**src/rtl/rv_fetch_pkg.sv**
```systemverilog
// Shared types and constants for the instruction fetch unit.
//
// Contents:
//   DEF_XLEN      default address/data width
//   INSTR_W       instruction word width
//   PC_INC        sequential PC increment
//   DEF_RESET_PC  default PC driven while in reset
//   fetch_entry_t {pc, instr} pair buffered between memory and decode
//   cnt_w()       width of an occupancy counter able to hold 0..depth
package rv_fetch_pkg;

  localparam int                    DEF_XLEN     = 32;
  localparam int                    INSTR_W      = 32;
  localparam int unsigned           PC_INC       = 4;
  localparam logic [DEF_XLEN-1:0]   DEF_RESET_PC = '0;

  typedef struct packed {
    logic [DEF_XLEN-1:0] pc;
    logic [INSTR_W-1:0]  instr;
  } fetch_entry_t;

  // A counter for a power-of-two depth must also represent "full".
  function automatic int cnt_w(input int depth);
    return $clog2(depth) + 1;
  endfunction

endpackage

```
**src/rtl/instr_fetch_unit_fifo.sv**
```systemverilog
// fetch_fifo: small synchronous FIFO with a registered head.
//
// The head word is held in its own register so the consumer sees a flop
// output rather than a read-mux of the storage array. A push into an empty
// FIFO (or into one being emptied by a same-cycle pop) lands directly in the
// head register, so data is visible the cycle after it is pushed.
//
// Ports:
//   clk        clock
//   rst        synchronous active-low reset
//   flush      discard all contents (dominates push/pop)
//   push       write push_data (ignored when full unless popping)
//   push_data  word to write
//   pop        remove the head (ignored when empty)
//   count      current occupancy, 0..DEPTH
//   head       oldest entry; all zeros when empty
module fetch_fifo
  import rv_fetch_pkg::*;
#(
  parameter int W     = $bits(fetch_entry_t),
  parameter int DEPTH = 2
) (
  input  logic                     clk,
  input  logic                     rst,
  input  logic                     flush,
  input  logic                     push,
  input  logic [W-1:0]             push_data,
  input  logic                     pop,
  output logic [$clog2(DEPTH):0]   count,
  output logic [W-1:0]             head
);

  localparam int              AW      = $clog2(DEPTH);
  localparam logic [AW:0]     DEPTH_C = (AW+1)'(DEPTH);

  logic [W-1:0]  mem_q [DEPTH];
  logic [W-1:0]  mem_d [DEPTH];
  logic [AW-1:0] wr_ptr_q, wr_ptr_d;
  logic [AW-1:0] rd_ptr_q, rd_ptr_d;
  logic [AW-1:0] rd_next;
  logic [AW:0]   count_q, count_d;
  logic [W-1:0]  head_q, head_d;
  logic          push_ok, pop_ok;

  always_comb begin
    pop_ok   = pop && (count_q != '0);
    push_ok  = push && ((count_q < DEPTH_C) || pop_ok);
    rd_next  = rd_ptr_q + AW'(1);
    mem_d    = mem_q;
    wr_ptr_d = wr_ptr_q;
    rd_ptr_d = rd_ptr_q;
    count_d  = count_q;
    head_d   = head_q;
    if (flush) begin
      wr_ptr_d = '0;
      rd_ptr_d = '0;
      count_d  = '0;
      head_d   = '0;
    end else begin
      if (push_ok) begin
        mem_d[wr_ptr_q] = push_data;
        wr_ptr_d        = wr_ptr_q + AW'(1);
      end
      if (pop_ok) begin
        rd_ptr_d = rd_next;
      end
      count_d = count_q + (AW+1)'(push_ok) - (AW+1)'(pop_ok);
      // The new head is the pushed word when it becomes the only entry,
      // otherwise the entry behind the popped one.
      if (count_d == '0) begin
        head_d = '0;
      end else if (push_ok && ((count_q == '0) ||
                               (pop_ok && (count_q == (AW+1)'(1))))) begin
        head_d = push_data;
      end else if (pop_ok) begin
        head_d = mem_q[rd_next];
      end
    end
  end

  always_ff @(posedge clk) begin
    if (!rst) begin
      wr_ptr_q <= '0;
      rd_ptr_q <= '0;
      count_q  <= '0;
      head_q   <= '0;
    end else begin
      wr_ptr_q <= wr_ptr_d;
      rd_ptr_q <= rd_ptr_d;
      count_q  <= count_d;
      head_q   <= head_d;
    end
  end

  // Storage needs no reset: nothing reads it unless count says it is valid.
  always_ff @(posedge clk) begin
    mem_q <= mem_d;
  end

  assign count = count_q;
  assign head  = head_q;

endmodule

```
**src/rtl/instr_fetch_unit.sv**
```systemverilog
// instr_fetch_unit: fetch stage wrapped around the PC register.
//
// Issues in-order instruction-memory requests at PC, tags each returning
// word with its PC, buffers {pc, instr} in a small FIFO and presents it to
// decode. A redirect flushes the buffer and discards every response that was
// already in flight.
//
// Handshakes (both request and decode sides): a transfer happens on a rising
// edge where valid && ready are both 1. valid never depends on ready; the
// presenting side holds its payload stable while valid && !ready.
//
// Optional build macro: FETCH_MISALIGN_CHECK_EN adds output if_misalign.
// A redirect to a target with nonzero low two bits then sets it (sticky
// until reset) and halts fetch with PC_Next parked on the bad target.
//
// Ports:
//   clk, rst         clock, synchronous active-low reset
//   PC / PC_Next     current PC in, next PC out (to the PC register)
//   redirect_valid   redirect request; redirect_pc is the target
//   imem_req_*       request channel; address is PC
//   imem_rsp_*       in-order responses, latency >= 1 cycle
//   if_valid/ready   decode handshake; if_pc/if_instr are the payload
//   if_misalign      (macro only) sticky misaligned-redirect flag
module instr_fetch_unit
  import rv_fetch_pkg::*;
#(
  parameter int              XLEN       = DEF_XLEN,
  parameter logic [XLEN-1:0] RESET_PC   = DEF_RESET_PC,
  parameter int              FIFO_DEPTH = 2
) (
  input  logic               clk,
  input  logic               rst,
  input  logic [XLEN-1:0]    PC,
  output logic [XLEN-1:0]    PC_Next,
  input  logic               redirect_valid,
  input  logic [XLEN-1:0]    redirect_pc,
  output logic               imem_req_valid,
  input  logic               imem_req_ready,
  output logic [XLEN-1:0]    imem_req_addr,
  input  logic               imem_rsp_valid,
  input  logic [INSTR_W-1:0] imem_rsp_data,
  output logic               if_valid,
  input  logic               if_ready,
  output logic [XLEN-1:0]    if_pc,
  output logic [INSTR_W-1:0] if_instr
`ifdef FETCH_MISALIGN_CHECK_EN
  ,
  output logic               if_misalign
`endif
);

  localparam int            CW      = cnt_w(FIFO_DEPTH);
  localparam logic [CW:0]   DEPTH_C = (CW+1)'(FIFO_DEPTH);

  logic [CW-1:0]  outstanding_q, outstanding_d;
  logic [CW-1:0]  drop_cnt_q, drop_cnt_d;
  logic [CW-1:0]  fifo_count, pcq_count;
  logic [CW:0]    credit_used;
  logic [XLEN-1:0] pcq_head;
  fetch_entry_t   rsp_entry, if_head;
  logic           can_req, req_fire, rsp_ok, rsp_keep, halt;

  // Every buffered entry and every in-flight request (stale ones included)
  // holds a credit, so the instruction FIFO can never overflow.
  assign credit_used = {1'b0, outstanding_q} + {1'b0, fifo_count};

  always_comb begin
    can_req        = rst && !redirect_valid && !halt && (credit_used < DEPTH_C);
    imem_req_valid = can_req;
    imem_req_addr  = PC;
    req_fire       = can_req && imem_req_ready;
    // A response with nothing outstanding cannot be ours; ignore it.
    rsp_ok         = imem_rsp_valid && (outstanding_q != '0);
    rsp_keep       = rsp_ok && !redirect_valid && (drop_cnt_q == '0) &&
                     (pcq_count != '0);
    outstanding_d  = outstanding_q + CW'(req_fire) - CW'(rsp_ok);

    drop_cnt_d = drop_cnt_q;
    if (redirect_valid) begin
      // No request issues this cycle, so whatever is still outstanding after
      // this edge belongs to the old path and must be discarded.
      drop_cnt_d = outstanding_q - CW'(rsp_ok);
    end else if (rsp_ok && (drop_cnt_q != '0)) begin
      drop_cnt_d = drop_cnt_q - CW'(1);
    end

    if (!rst) begin
      PC_Next = RESET_PC;
    end else if (halt) begin
      PC_Next = PC;
    end else if (redirect_valid) begin
      PC_Next = redirect_pc;
    end else if (req_fire) begin
      PC_Next = PC + XLEN'(PC_INC);
    end else begin
      PC_Next = PC;
    end
  end

  always_ff @(posedge clk) begin
    if (!rst) begin
      outstanding_q <= '0;
      drop_cnt_q    <= '0;
    end else begin
      outstanding_q <= outstanding_d;
      drop_cnt_q    <= drop_cnt_d;
    end
  end

`ifdef FETCH_MISALIGN_CHECK_EN
  logic misalign_q, misalign_d;

  always_comb begin
    misalign_d = misalign_q || (redirect_valid && (redirect_pc[1:0] != 2'b00));
  end

  always_ff @(posedge clk) begin
    if (!rst) begin
      misalign_q <= 1'b0;
    end else begin
      misalign_q <= misalign_d;
    end
  end

  assign halt        = misalign_q;
  assign if_misalign = misalign_q;
`else
  assign halt = 1'b0;
`endif

  // PCs of live requests in issue order; its head tags the next response.
  fetch_fifo #(
    .W     (XLEN),
    .DEPTH (FIFO_DEPTH)
  ) u_pc_queue (
    .clk       (clk),
    .rst       (rst),
    .flush     (redirect_valid),
    .push      (req_fire),
    .push_data (PC),
    .pop       (rsp_keep),
    .count     (pcq_count),
    .head      (pcq_head)
  );

  assign rsp_entry = '{pc: pcq_head, instr: imem_rsp_data};

  fetch_fifo #(
    .W     ($bits(fetch_entry_t)),
    .DEPTH (FIFO_DEPTH)
  ) u_instr_fifo (
    .clk       (clk),
    .rst       (rst),
    .flush     (redirect_valid),
    .push      (rsp_keep),
    .push_data (rsp_entry),
    .pop       (if_valid && if_ready),
    .count     (fifo_count),
    .head      (if_head)
  );

  assign if_valid = (fifo_count != '0);
  assign if_pc    = if_head.pc;
  assign if_instr = if_head.instr;

endmodule

```
**config.mk**
```make
export PLATFORM = sky130hd
export DESIGN_NAME = instr_fetch_unit
export DESIGN_NICKNAME = d
export VERILOG_FILES = /design/src/rtl/rv_fetch_pkg.sv /design/src/rtl/instr_fetch_unit_fifo.sv /design/src/rtl/instr_fetch_unit.sv
export SDC_FILE = /design/constraint.sdc
export NUM_CORES = 1
export LEC_CHECK = 0
export CAP_MARGIN = 20
export CORE_ASPECT_RATIO = 0.9
export CORE_UTILIZATION = 45
export DETAILED_ROUTE_END_ITERATION = 8
export GPL_TIMING_DRIVEN = 0
export PLACE_DENSITY_LB_ADDON = 0.3
export REMOVE_ABC_BUFFERS = 1
export SLEW_MARGIN = 20
export SYNTH_ARGS = -nofsm -noshare
export SYNTH_HDL_FRONTEND = slang
export SYNTH_HIERARCHICAL = 1
export SYNTH_SLANG_ARGS = --single-unit
```
**constraint.sdc**
```tcl
create_clock -name clk -period 11 [get_ports clk]
set_clock_uncertainty 0.15 [all_clocks]
set_input_delay 3.3 -clock clk [delete_from_list [all_inputs] [get_ports clk]]
set_output_delay 3.3 -clock clk [all_outputs]
set_load 0.1 [all_outputs]
```
Word level (Yosys, flattened, before mapping)
Cells that the tools add are included.
Widths: inputs -> output; s select.
{"block": "op_classes", "n_lt_le_gt_ge": 9, "n_reduce_logical": 41, "n_addsub": 14, "n_mux": 21, "bitwise_logic": 6, "n_eq_ne": 2}
{"op": "$mux 64", "count": 6}
{"op": "$mux 32", "count": 9}
{"op": "$bwmux 128", "count": 1}
{"op": "$bwmux 64", "count": 1}
{"op": "$demux 64 s1", "count": 1}
{"op": "$add 32x3->32 const B", "count": 1}
{"op": "$demux 32 s1", "count": 1}
{"op": "$logic_and 1x1->1", "count": 19}
{"op": "$reduce_bool 2->1", "count": 7}
{"op": "$logic_not 2->1", "count": 5}
{"op": "$ge 2x2->1 const B", "count": 4}
{"op": "$not 1->2", "count": 4}
{"op": "$sub 2x1->2", "count": 4}
{"op": "$add 2x1->2", "count": 3}
{"op": "$reduce_or 3->1", "count": 2}
{"op": "$add 1x1->1 const B", "count": 4}
{"op": "$eq 2x1->1 const B", "count": 2}
{"op": "$logic_or 1x1->1", "count": 4}
{"op": "$lt 2x1->1 const B", "count": 2}
{"op": "$lt 2x2->1 const B", "count": 2}
{"op": "$mux 2", "count": 2}
{"op": "$reduce_and 2->1", "count": 2}
{"op": "$add 2x2->3", "count": 1}
{"op": "$lt 3x2->1 const B", "count": 1}
{"op": "other kinds (4)", "count": 5}
{"block": "word_totals", "ff_bits": 300, "in_bits": 102}

Depth between registers and ports, before layout
Gate-level depths: netlist of the first run.
{"block": "logic_depth", "word_depth": 12, "depth_mapped": 16, "mapped_depth_nobuf": 14}

Hierarchy
Netlist of the first run, hierarchy kept.
{"module": "fetch_fifo (u_instr_fifo)", "n_inst": 1, "area_per_inst_um2": 7996.4, "cells_per_inst": 590}
{"module": "fetch_fifo (u_pc_queue)", "n_inst": 1, "area_per_inst_um2": 4110.2, "cells_per_inst": 309}
{"module": "instr_fetch_unit", "n_inst": 1, "area_per_inst_um2": 1776.7, "cells_per_inst": 274}

Worst setup path before layout of the first run
Ideal clock, no wire load.
{"block": "synth_path", "path_kind": "in2out", "from": "input port redirect_valid", "to": "output port PC_Next[29]", "t_required_ns": 7.550, "arrival_time_ns": 7.653, "setup_slack_ns": -0.103, "path_stages": 6, "cell_sequence": "or4b_1 buf_2 inv_1 nand4_1 o41a_1 a211oi_1"}
{"block": "synth_via", "elab_chain_cells": 7}
{"element": "start, declared", "line_no": "instr_fetch_unit.sv:35", "source": "input logic redirect_valid,"}
{"element": "$logic_not 1->1", "line_no": "instr_fetch_unit.sv:68", "source": "can_req = rst && !redirect_valid && !halt && (credit_used < DEPTH_C);"}
{"element": "$logic_and 1x1->1 (2 in a row)", "line_no": "instr_fetch_unit.sv:68"}
{"element": "net imem_req_valid", "line_no": "instr_fetch_unit.sv:37", "source": "output logic imem_req_valid,"}
{"element": "$logic_and 1x1->1", "line_no": "instr_fetch_unit.sv:71", "source": "req_fire = can_req && imem_req_ready;"}
{"element": "$mux 32", "line_no": "instr_fetch_unit.sv:93", "source": "end else if (req_fire) begin"}
{"element": "$mux 32", "line_no": "instr_fetch_unit.sv:91", "source": "end else if (redirect_valid) begin"}
{"element": "$mux 32", "line_no": "instr_fetch_unit.sv:87", "source": "if (!rst) begin"}
{"element": "end, declared", "line_no": "instr_fetch_unit.sv:34", "source": "output logic [XLEN-1:0] PC_Next,"}
The timed path passes the listed nets, and every way through them passes these cells.

Worst setup path after layout of the first run
{"block": "layout_path", "from": "input port rst", "to": "output port PC_Next[26]"}
{"block": "layout_via", "elab_chain_cells": 6}
{"element": "start, declared", "line_no": "instr_fetch_unit.sv:32", "source": "input logic rst,"}
{"element": "$logic_and 1x1->1 (2 in a row)", "line_no": "instr_fetch_unit.sv:68"}
{"element": "$logic_and 1x1->1", "line_no": "instr_fetch_unit.sv:71"}
{"element": "$mux 32", "line_no": "instr_fetch_unit.sv:93"}
{"element": "$mux 32", "line_no": "instr_fetch_unit.sv:91"}
{"element": "$mux 32 (*)", "line_no": "instr_fetch_unit.sv:87"}
Mark *: on every way between the ends. The rest lies on a longest branch, timed or not.

==> results of run 1 <==
[Yosys cell counts (3+ instances only)]
cell | count | area (µm²)
nor2b_1 | 6 | 37.54
edfxtp_1 | 192 | 5766
nand2_1 | 118 | 442.9
ha_1 | 9 | 112.6
nand4_1 | 9 | 56.30
or3_1 | 6 | 37.54
xnor2_1 | 12 | 105.1
o21a_1 | 3 | 22.52
nor3_1 | 7 | 35.03
or4_1 | 16 | 120.1
buf_4 | 39 | 292.8
clkbuf_1 | 39 | 146.4
and2_1 | 5 | 31.28
nor2_1 | 23 | 86.33
o21ai_1 | 8 | 40.04
inv_1 | 20 | 75.07
nor4_1 | 8 | 50.05
buf_6 | 19 | 214.0
o211ai_1 | 9 | 67.56
a311oi_1 | 3 | 26.28
mux2i_1 | 98 | 980.9
xor2_1 | 5 | 43.79
o21ai_0 | 119 | 595.6
o211ai_2 | 88 | 1101
buf_2 | 20 | 100.1
nand3_1 | 12 | 60.06
a211oi_1 | 3 | 22.52
a31oi_1 | 16 | 100.1
o31ai_1 | 13 | 97.59
a21oi_1 | 100 | 500.5
dfxtp_1 | 108 | 2162
[worst max path at each step]
stage / depth (start not counted) / to / startpoint
2_1_floorplan: 5 / PC_Next[29] / redirect_valid
3_3_place_gp: 6 / u_instr_fifo/mem_q[8]$_DFFE_PP_ / redirect_valid
3_5_place_dp: 7 / PC_Next[13] / rst
4_1_cts: 6 / PC_Next[26] / rst
5_1_grt: 6 / PC_Next[26] / rst
6_report: 6 / PC_Next[26] / rst
[per-layer routing]
metal | vias up | track usage, % | wire, µm
li1 | 4747 | - | -
met5 | - | 0 | 0
met1 | 4901 | 30.03 | 15410
met4 | 0 | 6.807 | 762
met2 | 339 | 37.71 | 17190
met3 | 56 | 4.416 | 2336
[tightest hold or removal path: stages (launching register included)]
cell	delay, ps
dfxtp_1	300
nand2_1	50
a21oi_1	50
[stage by stage]
| stage | instances | utilization (%) |
|---|---|---|
| floorplan | 1053 | - |
| global placement | 1687 | 52.93 |
| detailed placement | 1724 | 54.85 |
| CTS | 1788 | 58.83 |
| global route | 1789 | 58.84 |
| finish | 1789 | 58.84 |
[power breakdown]
group	internal [W]	switching [W]	total, W
clock network	0.000740	0.000439	0.00118
registers	0.00120	0.00000476	0.00120
logic	0.0000853	0.000203	0.000289
total	0.00203	0.000647	0.00267
[timing repair]
| item | CTS | global route |
|---|---|---|
| endpoints found under the setup margin | 8 | 0 |
| hold buffers | 0 | 0 |
| setup buffers | 2 | 0 |
| gates resized for setup | 7 | 0 |
[sequential cells by signal (all words and copies together), names as in the netlist]
| signal | count |
|---|---|
| u_pc_queue/wr_ptr_q | 1 |
| u_pc_queue/mem_q | 64 |
| u_instr_fifo/mem_q | 128 |
| u_pc_queue/head | 32 |
| u_instr_fifo/head | 64 |
| u_instr_fifo/count | 2 |
| u_instr_fifo/rd_ptr_q | 1 |
| outstanding_q | 2 |
| u_pc_queue/rd_ptr_q | 1 |
| u_pc_queue/count | 2 |
| u_instr_fifo/wr_ptr_q | 1 |
| drop_cnt_q | 2 |
[layout make-up]
cell class / count / area, µm² / area share, %
well taps: 403 / 504.2 / 2.847
repair buffers: 270 / 2831 / 15.99
multi-input cells: 732 / 5171 / 29.19
flip-flops and latches: 300 / 7933 / 44.78
clock buffers: 49 / 1021 / 5.764
inverters: 21 / 80.08 / 0.4521
clock inverters: 13 / 170.2 / 0.9607
diodes: 1 / 2.502 / 0.01413
[cells by family (layout without fill, tap and decap cells)]
group	after synthesis	count (layout)	share of synthesized area (%)
other	0	1	0
DFF	300	300	57.10
buffers and inverters	141	353	6.083
and+or+nand+nor	231	231	8.165
xor gates and xnor gates	17	17	1.072
adders and majority gates	10	10	0.9553
AOI/OAI and AO/OA	376	376	19.56
muxes	98	98	7.066
==> run summary, run 1 <==
Pre-CTS setup slack - -216.2 ps
Status - complete, no violations
Mapped Area - 13880 µm²
Die Width - 187.2 µm
Core area - 30100 µm²
Total power - 0.002672 W
Fillcell total - 2463
R2r setup slk - 6310 ps
Worst-case clock buffer depth - 3
Critical path class - in -> out
Hold Path Class - reg -> reg
WL final - 35700 µm
Initial antenna violation count - 1
Post-DP HPWL - 23610 µm
Vias/cell - 5.614
VDD IR max - 0.0001016 V
Die area - 31560 µm²
R2R depth - 15
CP Buf/Inv Count - 2
Vias in the first global route - 10040
Vias post-DR - 10040
Fmax - 94.13 MHz
Final period util - 96.58%
Core Rows - 60
Post-synth EDFFs - 192
RD Place Congestion - 0.7771
Top-Level Pins - 232
Hold Crit Start - u_instr_fifo/head[3]$_SDFFE_PP0P_
RSZ-0062 raised after global routing - false
Total grt overflow - 0
Setup TNS - 0 ps
Commonest non-fill, non-tap cell in the layout - clkdlybuf4s50_1
Placed Area - 16510 µm²
Drt pass-1 iters - 5
Htree depth - 2
Clock root buffer - clkbuf_16
Final Hold Slack - 297.4 ps
Hold path depth - 2
Pwr Density - 150.9 nW/µm²
Final #Nets - 1471
CTS Sinks - 300
Slowest CP cell - clkdlybuf4s50_1
WL/cell - 19.96 µm
Antenna-violating nets left - 0
TritonCTS clock tree - built
Gr usage total - 22.67%
DRT iter0 DRCs - 613
Die Y - 168.6 µm
Final setup margin - 376.0 ps
Area grow syn2layout - 27.59%
Worst setup SP type - input port
Clock latency on the worst-skew pair - 500 ps
Post-synthesis register bit count - 300
Critical path fanouts, max - 37
Async set-reset flop share out of synthesis - 0%
RR Startpoint - u_instr_fifo/count[0]$_SDFF_PP0_
WP data required - 7550 ps
Largest stage delay on the critical path - 1170 ps
Critical-path cell list - buf_2 > or4b_1 > or4_4 > or4_1 > a31oi_1 > clkdlybuf4s50_1
Pleak - 5.638 nW
Relative slew slack - 27.00%
DRC errors left - 0
Reg2Reg Capture Point - u_pc_queue/head[7]$_SDFFE_PP0P_
Final hold violation count - 0
Prevailing post-synth register cell - edfxtp_1
Final setup viols - 0
Worst hold path endpoint - u_instr_fifo/head[3]$_SDFFE_PP0P_
Cts bufs inserted - 34
Min Tclk post-route - 10620 ps
Share of cells above drive strength 1 - 14.73%
Warnings from Yosys - 6
Mapped Avg Cell Area - 11.84 µm²
Crit-path leading delay family - simple AND/OR/NAND/NOR gates
Cell count after synthesis - 1173
Starting Density - 46.12%
Largest net degree at the start of global routing - 68
Critical Path AT - 7170 ps
Setup crit end kind - output pin
IO buf count - 231
Clk slew on worst S/H paths - 50 ps
Commonest cells after routing, fill and taps aside - 222 x clkdlybuf4s50_1, 192 x edfxtp_1, 119 x o21ai_0
Pins Over Slew Limit - 0
Worst Tran Pin Value - 1092 ps
Number of library cell types mapped by synthesis - 60
Post-route cell area - 17710 µm²
Post-synthesis sequential area ratio - 57.10%
Max cap viols - 0
First-pass GRT wire length - 56220 µm
Note: power is estimated with default switching activity, not from simulation.
==> run 2, diff against run 1 <==
- CORE_UTILIZATION: 45 -> 30
==> run 2 against run 1 <==
Utilization fell by 19 points. Maximum frequency decreased by 0.52%. Non-clock buffer count is 6 higher. Sequential power hardly changed. Cell count up 12%. Sequential cell count unchanged. Clock power down 6%. Sequential share of layout area down 0.68 points. Critical path depth unchanged. First-iteration DRC count rose by 6.0%. Register-to-register slack better by 50 ps. Critical path type unchanged. Highest routed layer unchanged.
==> run summary, run 2 (synthesis results as in run 1) <==
Status - complete, no violations
Worst-case clock buffer depth - 3 (unchanged)
Placed cells - 1936 (+12%)
Cts bufs inserted - 36 (+5.9%)
Clock latency on the worst-skew pair - 520 ps (+20 ps)
Pleak - 5.650 nW (+0.22%)
Switch share - 25.45% (+1.2 points)
TritonCTS clock tree - built
Post-DP HPWL - 27620 µm (+17%)
Final #Nets - 1479 (+0.54%)
CTS Sinks - 300 (unchanged)
Vias/cell - 5.094 (-9.3%)
First-pass GRT wire length - 62490 µm (+11%)
Max cap viols - 0 (unchanged)
Critical path class - in -> out
Fillcell total - 4403 (+79%)
Core area - 45550 µm² (+51%)
Worst Setup SP - PC[14]
WL final - 41880 µm (+17%)
Final setup viols - 0 (unchanged)
Vias post-DR - 10210 (+1.6%)
RR Startpoint - u_instr_fifo/count[0]$_SDFF_PP0_
Max FFs per register - 128 (unchanged)
RSZ-0062 raised after global routing - false
Internal - 0.001949 W (-3.8%)
Crit path capture - PC_Next[24]
Initial antenna violation count - 1 (unchanged)
Htree depth - 2 (unchanged)
Die area - 47140 µm² (+49%)
Area grow syn2layout - 29.55%
WP data required - 7550 ps (about the same)
Final hold violation count - 0 (unchanged)
Relative slew slack - 23.42% (-3.6 points)
Clock root buffer - clkbuf_16
Worst setup SP type - input port
R2R depth - 15 (unchanged)
Setup crit end kind - output pin
RD Place Congestion - 0.7518 (-3.3%)
Final period util - 97.08% (+0.50 points)
Commonest non-fill, non-tap cell in the layout - clkdlybuf4s50_1
Hold Path Class - reg -> reg
Die Y - 206.1 µm (+22%)
Core Rows - 74 (+23%)
Total grt overflow - 0 (unchanged)
Reg power frac - 46.1% (+1.0 points)
WL/cell - 20.90 µm (+4.7%)
Min Tclk post-route - 10680 ps (+55.04 ps)
Clk network pwr share - 42.6% (-1.5 points)
Reg with most FFs - u_instr_fifo/mem_q
Antenna-violating nets left - 0 (unchanged)
VDD IR max - 0.0001022 V (+0.61%)
Final Hold Slack - 297.3 ps (-0.1080 ps)
Layout Cells excl Fill - 2004 (+12%)
Clk slew on worst S/H paths - 50 ps (about the same)
Largest net degree at the start of global routing - 68 (unchanged)
Starting Density - 30.48% (-16 points)
DRC errors left - 0 (unchanged)
Top-Level Pins - 232 (unchanged)
Drt pass-1 iters - 7 (+2)
Share of cells above drive strength 1 - 14.77% (+0.038 points)
Fmax - 93.64 MHz (-0.52%)
P_sw - 0.0006653 W (+2.8%)
Worst Tran Pin Value - 1145 ps (+53.57 ps)
Die Width - 228.8 µm (+22%)
Pwr Density - 145.4 nW/µm² (-3.6%)
DRT iter0 DRCs - 650 (+6.0%)
R2r setup slk - 6360 ps (+50 ps)
Critical path fanouts, max - 10 (-73%)
Commonest cells after routing, fill and taps aside - 224 x clkdlybuf4s50_1, 192 x edfxtp_1, 119 x o21ai_0
Reg2Reg Capture Point - u_pc_queue/head[15]$_SDFFE_PP0P_
Vias in the first global route - 10090 (+0.59%)
Comb power frac - 11.3% (+0.5 points)
IO buf count - 231 (unchanged)
Critical Path AT - 7230 ps (+60 ps)
Gr usage total - 17.48% (-5.2 points)
Pins Over Slew Limit - 0 (unchanged)
[run 2: cell types whose count changed in the layout (fill, tap and decap cells not counted), sizes merged]
cell / previous run / this run
inv: 20 / 22
clkbuf: 49 / 57
dlygate4sd2: 7 / 4
bufinv: 4 / 0
clkdlybuf4s50: 222 / 224
dlygate4sd1: 0 / 1
clkinvlp: 2 / 0
buf: 41 / 47
[run 2: what timing repair did]
item / CTS / global route
setup buffers: 0 / 1
gates resized for setup: 5 / 2
hold buffers: 0 / 0
endpoints found under the setup margin: 5 / 5
pin swaps: 0 / 1
[run 2: metal layers]
| layer | routed length, µm | vias to the layer above | track usage [%] |
|---|---|---|---|
| met3 | 2375 | 55 | 3.077 |
| met5 | 0 | - | 0 |
| met2 | 19030 | 314 | 27.77 |
| met4 | 970 | 0 | 5.273 |
| li1 | - | 4771 | - |
| met1 | 19500 | 5068 | 24.25 |
[run 2: worst min-delay path by stage]
stage,start,slack [ps],cells after the start,endpoint
2_1_floorplan,u_pc_queue/head[3]$_SDFFE_PP0P_,310,2,u_pc_queue/head[3]$_SDFFE_PP0P_
3_3_place_gp,u_instr_fifo/head[31]$_SDFFE_PP0P_,290,2,u_instr_fifo/head[31]$_SDFFE_PP0P_
3_5_place_dp,u_instr_fifo/head[31]$_SDFFE_PP0P_,290,2,u_instr_fifo/head[31]$_SDFFE_PP0P_
4_1_cts,u_instr_fifo/head[31]$_SDFFE_PP0P_,300,2,u_instr_fifo/head[31]$_SDFFE_PP0P_
5_1_grt,u_instr_fifo/head[2]$_SDFFE_PP0P_,320,2,u_instr_fifo/head[2]$_SDFFE_PP0P_
6_report,u_instr_fifo/head[2]$_SDFFE_PP0P_,300,2,u_instr_fifo/head[2]$_SDFFE_PP0P_
[run 2: critical path, cell delays in order]
cell,delay (ps)
clkdlybuf4s50_1,760
nand4_1,370
or4_1,840
or4_1,590
a31oi_1,190
clkdlybuf4s50_1,1170
[run 2: stage by stage]
stage / power, W / utilization (%) / cell area (µm²) / setup TNS (ps) / setup WS [ps]
after detailed placement: 0.001525 / 37.04 / 16870 / -683.6 / -252.3
after global placement: 0.001515 / 35.54 / 16190 / -860220 / -5296
after CTS: 0.002651 / 39.46 / 17980 / 0 / 42.15
after floorplan: 0.001354 / - / 13120 / -665.6 / -392.9
after global routing: 0.002711 / 39.48 / 17980 / 0 / 235.5
final: 0.002615 / 39.48 / 17990 / 0 / 320.9
[run 2: final cells by class]
class                           instances  area [µm²]  share of cell area (%)
Clock buffer                           57        1061                   5.899
Inverter                               21       80.08                  0.4452
Tap cell                              608       760.7                   4.230
Multi-Input combinational cell        732        5171                   28.75
Clock inverter                          9       47.55                  0.2643
Timing Repair Buffer                  276        2930                   16.29
Antenna cell                            1       2.502                 0.01391
Sequential cell                       300        7933                   44.10
[run 2: power by group through the flow]
| stage | clock [W] | combinational [W] | sequential (W) |
|---|---|---|---|
| final | 0.00111 | 0.000296 | 0.00121 |
| after global routing | 0.00120 | 0.000309 | 0.00120 |
| after detailed placement | 0 | 0.000296 | 0.00123 |
| after CTS | 0.00115 | 0.000296 | 0.00120 |
| after global placement | 0 | 0.000286 | 0.00123 |
| after floorplan | 0 | 0.000126 | 0.00123 |
